## src/rtl/rv32_fetch.sv

```systemverilog
// rv32_fetch: single-outstanding RV32 instruction fetch stage.
//
// Requests one word at a time from instruction memory. A returned word is
// registered and presented to the decoder with its address one cycle later.
// Redirects from execute take precedence over everything else. A redirect
// to a target that is not word aligned parks the stage in TRAP with
// misaligned set. Only an aligned redirect or reset leaves TRAP.
//
// Ports:
//   clk, rst        rising-edge clock, asynchronous active-high reset
//   stall           decoder cannot accept a new instruction this cycle
//   redirect        redirect request from execute
//   redirect_pc     redirect target, valid with redirect
//   imem_req        memory read request (combinational)
//   imem_addr       address of the current request (internal fetch pc)
//   imem_ack        memory returns imem_rdata this cycle
//   imem_rdata      returned instruction word
//   instruction     registered instruction presented to the decoder
//   pc              address of the presented instruction
//   inst_valid      instruction/pc hold a valid fetched word
//   misaligned      last redirect target was not 4-byte aligned
module rv32_fetch #(
  parameter logic [31:0] RESET_PC = 32'h0000_0000
) (
  input  logic        clk,
  input  logic        rst,
  input  logic        stall,
  input  logic        redirect,
  input  logic [31:0] redirect_pc,
  output logic        imem_req,
  output logic [31:0] imem_addr,
  input  logic        imem_ack,
  input  logic [31:0] imem_rdata,
  output logic [31:0] instruction,
  output logic [31:0] pc,
  output logic        inst_valid,
  output logic        misaligned
);

  localparam int unsigned XLEN = 32;
  localparam logic [XLEN-1:0] NOP_INSN = XLEN'(32'h0000_0013);
  localparam logic [XLEN-1:0] PC_STEP  = XLEN'(4);

  typedef enum logic [1:0] {
    IDLE = 2'd0,
    REQ  = 2'd1,
    TRAP = 2'd2
  } state_t;

  state_t            state;
  state_t            state_n;
  logic [XLEN-1:0]   fetch_pc;
  logic [XLEN-1:0]   fetch_pc_n;
  logic [XLEN-1:0]   instruction_n;
  logic [XLEN-1:0]   pc_n;
  logic              inst_valid_n;
  logic              misaligned_n;

  logic              hold;
  logic              transfer;
  logic              target_aligned;

  // A presented word the decoder is not taking blocks any new request.
  assign hold           = inst_valid && stall;
  assign imem_req       = (state == REQ) && !hold;
  assign transfer       = imem_req && imem_ack;
  assign imem_addr      = fetch_pc;
  assign target_aligned = (redirect_pc[1:0] == 2'b00);

  // State and datapath registers.
  always_ff @(posedge clk or posedge rst) begin
    if (rst) begin
      state       <= IDLE;
      fetch_pc    <= RESET_PC;
      instruction <= NOP_INSN;
      pc          <= RESET_PC;
      inst_valid  <= 1'b0;
      misaligned  <= 1'b0;
    end else begin
      state       <= state_n;
      fetch_pc    <= fetch_pc_n;
      instruction <= instruction_n;
      pc          <= pc_n;
      inst_valid  <= inst_valid_n;
      misaligned  <= misaligned_n;
    end
  end

  // Next-state and datapath update; redirect overrides transfer and stall.
  always_comb begin
    state_n       = state;
    fetch_pc_n    = fetch_pc;
    instruction_n = instruction;
    pc_n          = pc;
    inst_valid_n  = inst_valid;
    misaligned_n  = misaligned;

    if (redirect) begin
      // Any word returned this cycle belongs to the old stream and is dropped.
      inst_valid_n = 1'b0;
      fetch_pc_n   = redirect_pc;
      if (target_aligned) begin
        state_n      = REQ;
        misaligned_n = 1'b0;
      end else begin
        state_n      = TRAP;
        misaligned_n = 1'b1;
        pc_n         = redirect_pc;
      end
    end else begin
      unique case (state)
        IDLE: begin
          state_n = REQ;
        end
        REQ: begin
          if (transfer) begin
            instruction_n = imem_rdata;
            pc_n          = fetch_pc;
            inst_valid_n  = 1'b1;
            fetch_pc_n    = fetch_pc + PC_STEP;
          end else if (!stall) begin
            inst_valid_n  = 1'b0;
          end
        end
        TRAP: begin
          state_n = TRAP;
        end
        default: begin
          state_n = IDLE;
        end
      endcase
    end
  end

endmodule

```

## config.mk

```make
export PLATFORM = sky130hd
export DESIGN_NAME = rv32_fetch
export DESIGN_NICKNAME = d
export VERILOG_FILES = /design/src/rtl/rv32_fetch.sv
export SDC_FILE = /design/constraint.sdc
export NUM_CORES = 1
export LEC_CHECK = 0
export ABC_AREA = 1
export BUFFER_PORTS_ARGS = -buffer_cell sky130_fd_sc_hd__buf_2
export CORE_MARGIN = 4
export CORE_UTILIZATION = 46
export CTS_CLUSTER_DIAMETER = 40
export CTS_CLUSTER_SIZE = 16
export DETAILED_ROUTE_END_ITERATION = 12
export PLACE_DENSITY = 0.77
export SYNTH_ARGS = -nofsm -noshare
export SYNTH_HDL_FRONTEND = slang
export SYNTH_SLANG_ARGS = --single-unit
```

## constraint.sdc

```tcl
create_clock -name clk -period 2.8 [get_ports clk]
set_input_delay 0 -clock clk [delete_from_list [all_inputs] [get_ports clk]]
set_output_delay 0 -clock clk [all_outputs]
set_load 0.005 [all_outputs]
```

; ---- Word level (Yosys, flattened, before mapping)
; Index checks and enable logic that the tools add are counted.
; W data, S select, Z words.
[word_totals]
out_inout_bits = 99
wordCells = 40
register_bits = 100
[op_classes]
add_sub_neg = 1
bitwise_logic = 1
n_reduce_logical = 12
muxes = 15
eq_ne = 5
[op_table]
columns = operator, n
row1 = $mux W32, 7
row2 = $add A32 B3 Y32 const B, 1
row3 = $pmux W2 S3, 1
row4 = $reduce_and A3 Y1, 2
row5 = $mux W1, 5
row6 = $logic_not A2 Y1, 2
row7 = $mux W2, 2
row8 = $ne A2 B2 Y1 const B, 2
row9 = $reduce_and A2 Y1, 2
row10 = $reduce_bool A2 Y1, 2
row11 = $logic_and A1 B1 Y1, 3
row12 = $ne A3 B1 Y1 const B, 1
row13 = $eq A2 B1 Y1 const B, 1
row14 = $eq A2 B2 Y1 const B, 1
row15 = $logic_not A1 Y1, 1
row16 = $not A1 Y1, 1

; ---- Depth between registers and ports, before layout
[logic_depth]
word_depth = 7
mapped_depth = 12
ltp_nobuf = 10

; ---- Worst setup path before layout
; Ideal clock, no wire load.
[synth_timing]
path_type = register -> register
start = register inst_valid
end = register pc[0]
setup_ps = 116
arrival_time_ps = 1403
path_buffers = 2
setup_slack_ps = 1280
path_stages_with_launch = 13
cell_sequence = dfrtp_1 -> nand2_1 -> inv_1 -> nor2_4 -> nand2_2 -> nand2_4 -> inv_2 -> nor2_4 -> inv_2 -> buf_6 -> buf_6 -> nand2_1 -> nand2_1
[synth_between]
elab_chain_cells = 6
[synth_rtl]
columns = item, line_no
row1 = from (decl), 36  ; output logic inst_valid,
row2 = from (signal assigned), 84  ; inst_valid <= inst_valid_n;
row3 = $logic_and A1 B1 Y1, 64  ; assign hold = inst_valid && stall;
row4 = $logic_not A1 Y1, 65  ; assign imem_req = (state == REQ) && !hold;
row5 = $logic_and A1 B1 Y1, 65
row6 = net imem_req, 30  ; output logic imem_req,
row7 = $logic_and A1 B1 Y1, 66  ; assign transfer = imem_req && imem_ack;
row8 = $reduce_bool A2 Y1 (no source line), --
row9 = $reduce_and A3 Y1 (no source line), --
row10 = to (signal assigned), 83  ; pc <= pc_n;
row11 = to (decl), 35  ; output logic [31:0] pc,
; The timed path passes the listed nets, and every way through them passes these cells.
; A chain may end at the register's enable or synchronous reset.

; ---- Final worst setup path
[layout_timing]
start = register inst_valid
end = register pc[12]
[layout_between]
elab_chain_cells = 6
[layout_rtl]
columns = item, line_no
row1 = $logic_and A1 B1 Y1, 64
row2 = $logic_not A1 Y1, 65
row3 = $logic_and A1 B1 Y1, 65
row4 = $logic_and A1 B1 Y1, 66
row5 = $reduce_bool A2 Y1 (no source line), --
row6 = $reduce_and A3 Y1 (no source line), --
; Every way passes these cells.

==> qor.csv <==
metric,value,unit
outcome,completed,
die-area,12700,sq um
grt_pass1_vias,5302,
antenna_found_initial,0,
yosysWarnings,0,
yosysUniqueCellTypes,29,
placedCellCount,986,
drive_above_1_share,22.1,%
slowest_delay,480,ps
clock_latency,380,ps
arrival,2200,ps
crit_path_end_kind,register,
clk_pin_slew_worst_paths,110,ps
ff_latch_area,2510,sq um
grt_use_total,24.9,%
syn2layout_area_growth,34.6,%
die_x,112,um
cts_root_buf,clkbuf_8,
max_freq,506,MHz
io_buffers,167,
drt-total-wl,15300,um
rows,37,
finalHoldViolations,0,
critPathMaxFanout,39,
seq_area_frac_synth,49.9,%
m1WireLength,6560,um
final_nets,991,
top_layer_used,met4,
die_h,112,um
finalMaxSlewViolations,0,
period_share,70.6,%
drc_errors,0,
synth-seq-cells,100,
vias,5315,
cts_resized,0,
numCtsBuffers,9,
reg2reg_depth,9,
wl_met3,1200,um
syn_nets,773,
postCtsSetupBuffers,0,
skew,21.5,ps
stdcell_area,6760,sq um
maxSlewHeadroom,56.6,%
multiInputGateArea,2220,sq um
powerDensity,590,nW/um^2
fillCellCount,929,
cts_max_path_buffers,2,
reg2reg_to,pc[12]$_DFFE_PP0P_,
wl_met2,7240,um
ir_worst_vdd,0.416,mV
ctsHtreeMaxLevel,3,
ios,168,
final_common_cell,nand2_1,
synthCells,703,
final_cell_mix,"nand2_1 (360), buf_2 (167), dfrtp_1 (97)",
place.gp.congestion,0.865,
p_leak,0.00361,uW
cp.required,3020,ps
ff2ff_setup_slack,820,ps
drt_iter0_drc,357,
critPathKind,register to register,
period_needed,1980,ps
antenna_cells,0,
start_util,48.0,%
fin_tns_setup,0,ps
grt.overflow.total,0,
rsz0062_at_grt,false,
cts.sinks,100,
placedInstanceArea,5950,sq um
wire_per_inst,14.4,um
cp_slowest_cell,inv_2,
cts_tree,done,
grt_max_degree,64,
drt_pass1_iterations,6,
hp-start,redirect,
grt_pass1_wl,25700,um
ant_nets,0,
hold_end,imem_addr[0]$_DFFE_PP0P_,
hold_class,input pin to register,
syn_area,5020,sq um
fin_cells,1062,
cpLargestDelayFamily,buffers and inverters,
setup_violations,0,
tightest_slew,650,ps
start_kind,register,
hold_depth,4,
core_area,10500,sq um
vias_per_cell,5.00,
post-dp-hpwl,10300,um
max-cap-violations,0,
path_cells,nand2_1 > inv_1 > nor2_4 > nand2_2 > nand2_4 > inv_2 > nor2_4 > inv_2 > o21ai_0,
critPathBufInv,3,
r2r-start,inst_valid$_DFFE_PP0P_,
avgSynthCellArea,7.14,sq um
==> power breakdown <==
group          internal [uW]  leakage [uW]  total, uW  switching [uW]
sequential              1750       0.00123       1960             217
clock                    456      0.000110       1010             559
combinational            457       0.00227       1010             556
total                   2660       0.00361       3990            1330
==> metal layers <==
layer	global-route usage (%)	vias up
met3	5.98	33
met4	8.01	0
met5	0	-
met2	42.7	231
li1	-	2625
met1	31.0	2426
==> cells in the mapped netlist <==
master	count	share of area (%)
ha_1	1	0.25
nand3b_1	3	0.45
o22ai_1	2	0.25
o31ai_1	1	0.15
inv_1	40	3.0
dfrtp_1	97	48
o211ai_1	3	0.45
buf_4	1	0.15
buf_2	10	1.0
inv_2	5	0.37
nor2_4	2	0.45
a22oi_1	1	0.15
nand2_2	2	0.25
nor3_4	1	0.32
a21oi_1	5	0.50
clkbuf_1	13	0.97
nand4_1	2	0.25
a21boi_0	1	0.15
xor2_1	1	0.17
xnor2_1	1	0.17
nor2_1	57	4.3
dfstp_2	3	1.6
nor3_1	4	0.40
nor2_2	1	0.12
buf_6	2	0.45
nand2_4	1	0.22
o21ai_0	54	5.4
nand3_1	29	2.9
nand2_1	360	27
==> metrics by stage <==
step	power, uW	hold slack (ps)	util, %	setup slack [ps]
final	3990	6.11	64.6	822
after global routing	4250	51.3	64.6	556
after CTS	3990	5.07	64.6	818
after global placement	2900	110	56.8	937
after detailed placement	2920	109	56.8	839
after floorplan	2430	95.4	-	186
==> layout make-up <==
| type | count | area share [%] |
|---|---|---|
| clock buffers | 10 | 2.04 |
| clock inverters | 6 | 1.13 |
| inverters | 45 | 2.54 |
| multi-input cells | 532 | 32.8 |
| flip-flops and latches | 100 | 37.1 |
| well taps | 136 | 2.52 |
| repair buffers | 233 | 21.9 |
==> state kept, by name (all words and copies together), names as in the netlist <==
signal and cells:
imem_addr 32, instruction 32, pc 32, state 2
inst_valid 1, misaligned 1
==> timing repair <==
item / in CTS / in global routing
endpoints found under the setup margin: 0 / 0
hold buffers: 60 / 0
hold endpoints to repair: 112 / 0
==> worst max path at each step <==
stage,start,to,depth (start not counted),slack (ps)
2_1_floorplan,rst,imem_addr[0]$_DFFE_PP0P_,1,190
3_3_place_gp,inst_valid$_DFFE_PP0P_,pc[4]$_DFFE_PP0P_,9,940
3_5_place_dp,inst_valid$_DFFE_PP0P_,pc[4]$_DFFE_PP0P_,9,840
4_1_cts,inst_valid$_DFFE_PP0P_,pc[19]$_DFFE_PP0P_,9,820
5_1_grt,inst_valid$_DFFE_PP0P_,pc[12]$_DFFE_PP0P_,9,560
6_report,inst_valid$_DFFE_PP0P_,pc[12]$_DFFE_PP0P_,9,820
==> worst min-delay path, delay by kind of cell <==
kind / cells / cell delay [ps]
buffers and inverters: 2 / 200
AND/OR/NAND/NOR: 2 / 140
==> cells by family (layout without fill, tap and decap cells) <==
logic type	after synthesis	in the layout	synth area share (%)
xor gates and xnor gates	2	2	0.349
adders and majority gates	1	1	0.249
buffers and inverters	71	294	5.93
AOI/OAI and AO/OA	67	67	7.03
DFF	100	100	49.9
and+or+nand+nor	462	462	36.5
(Power assumes the default switching activity.)
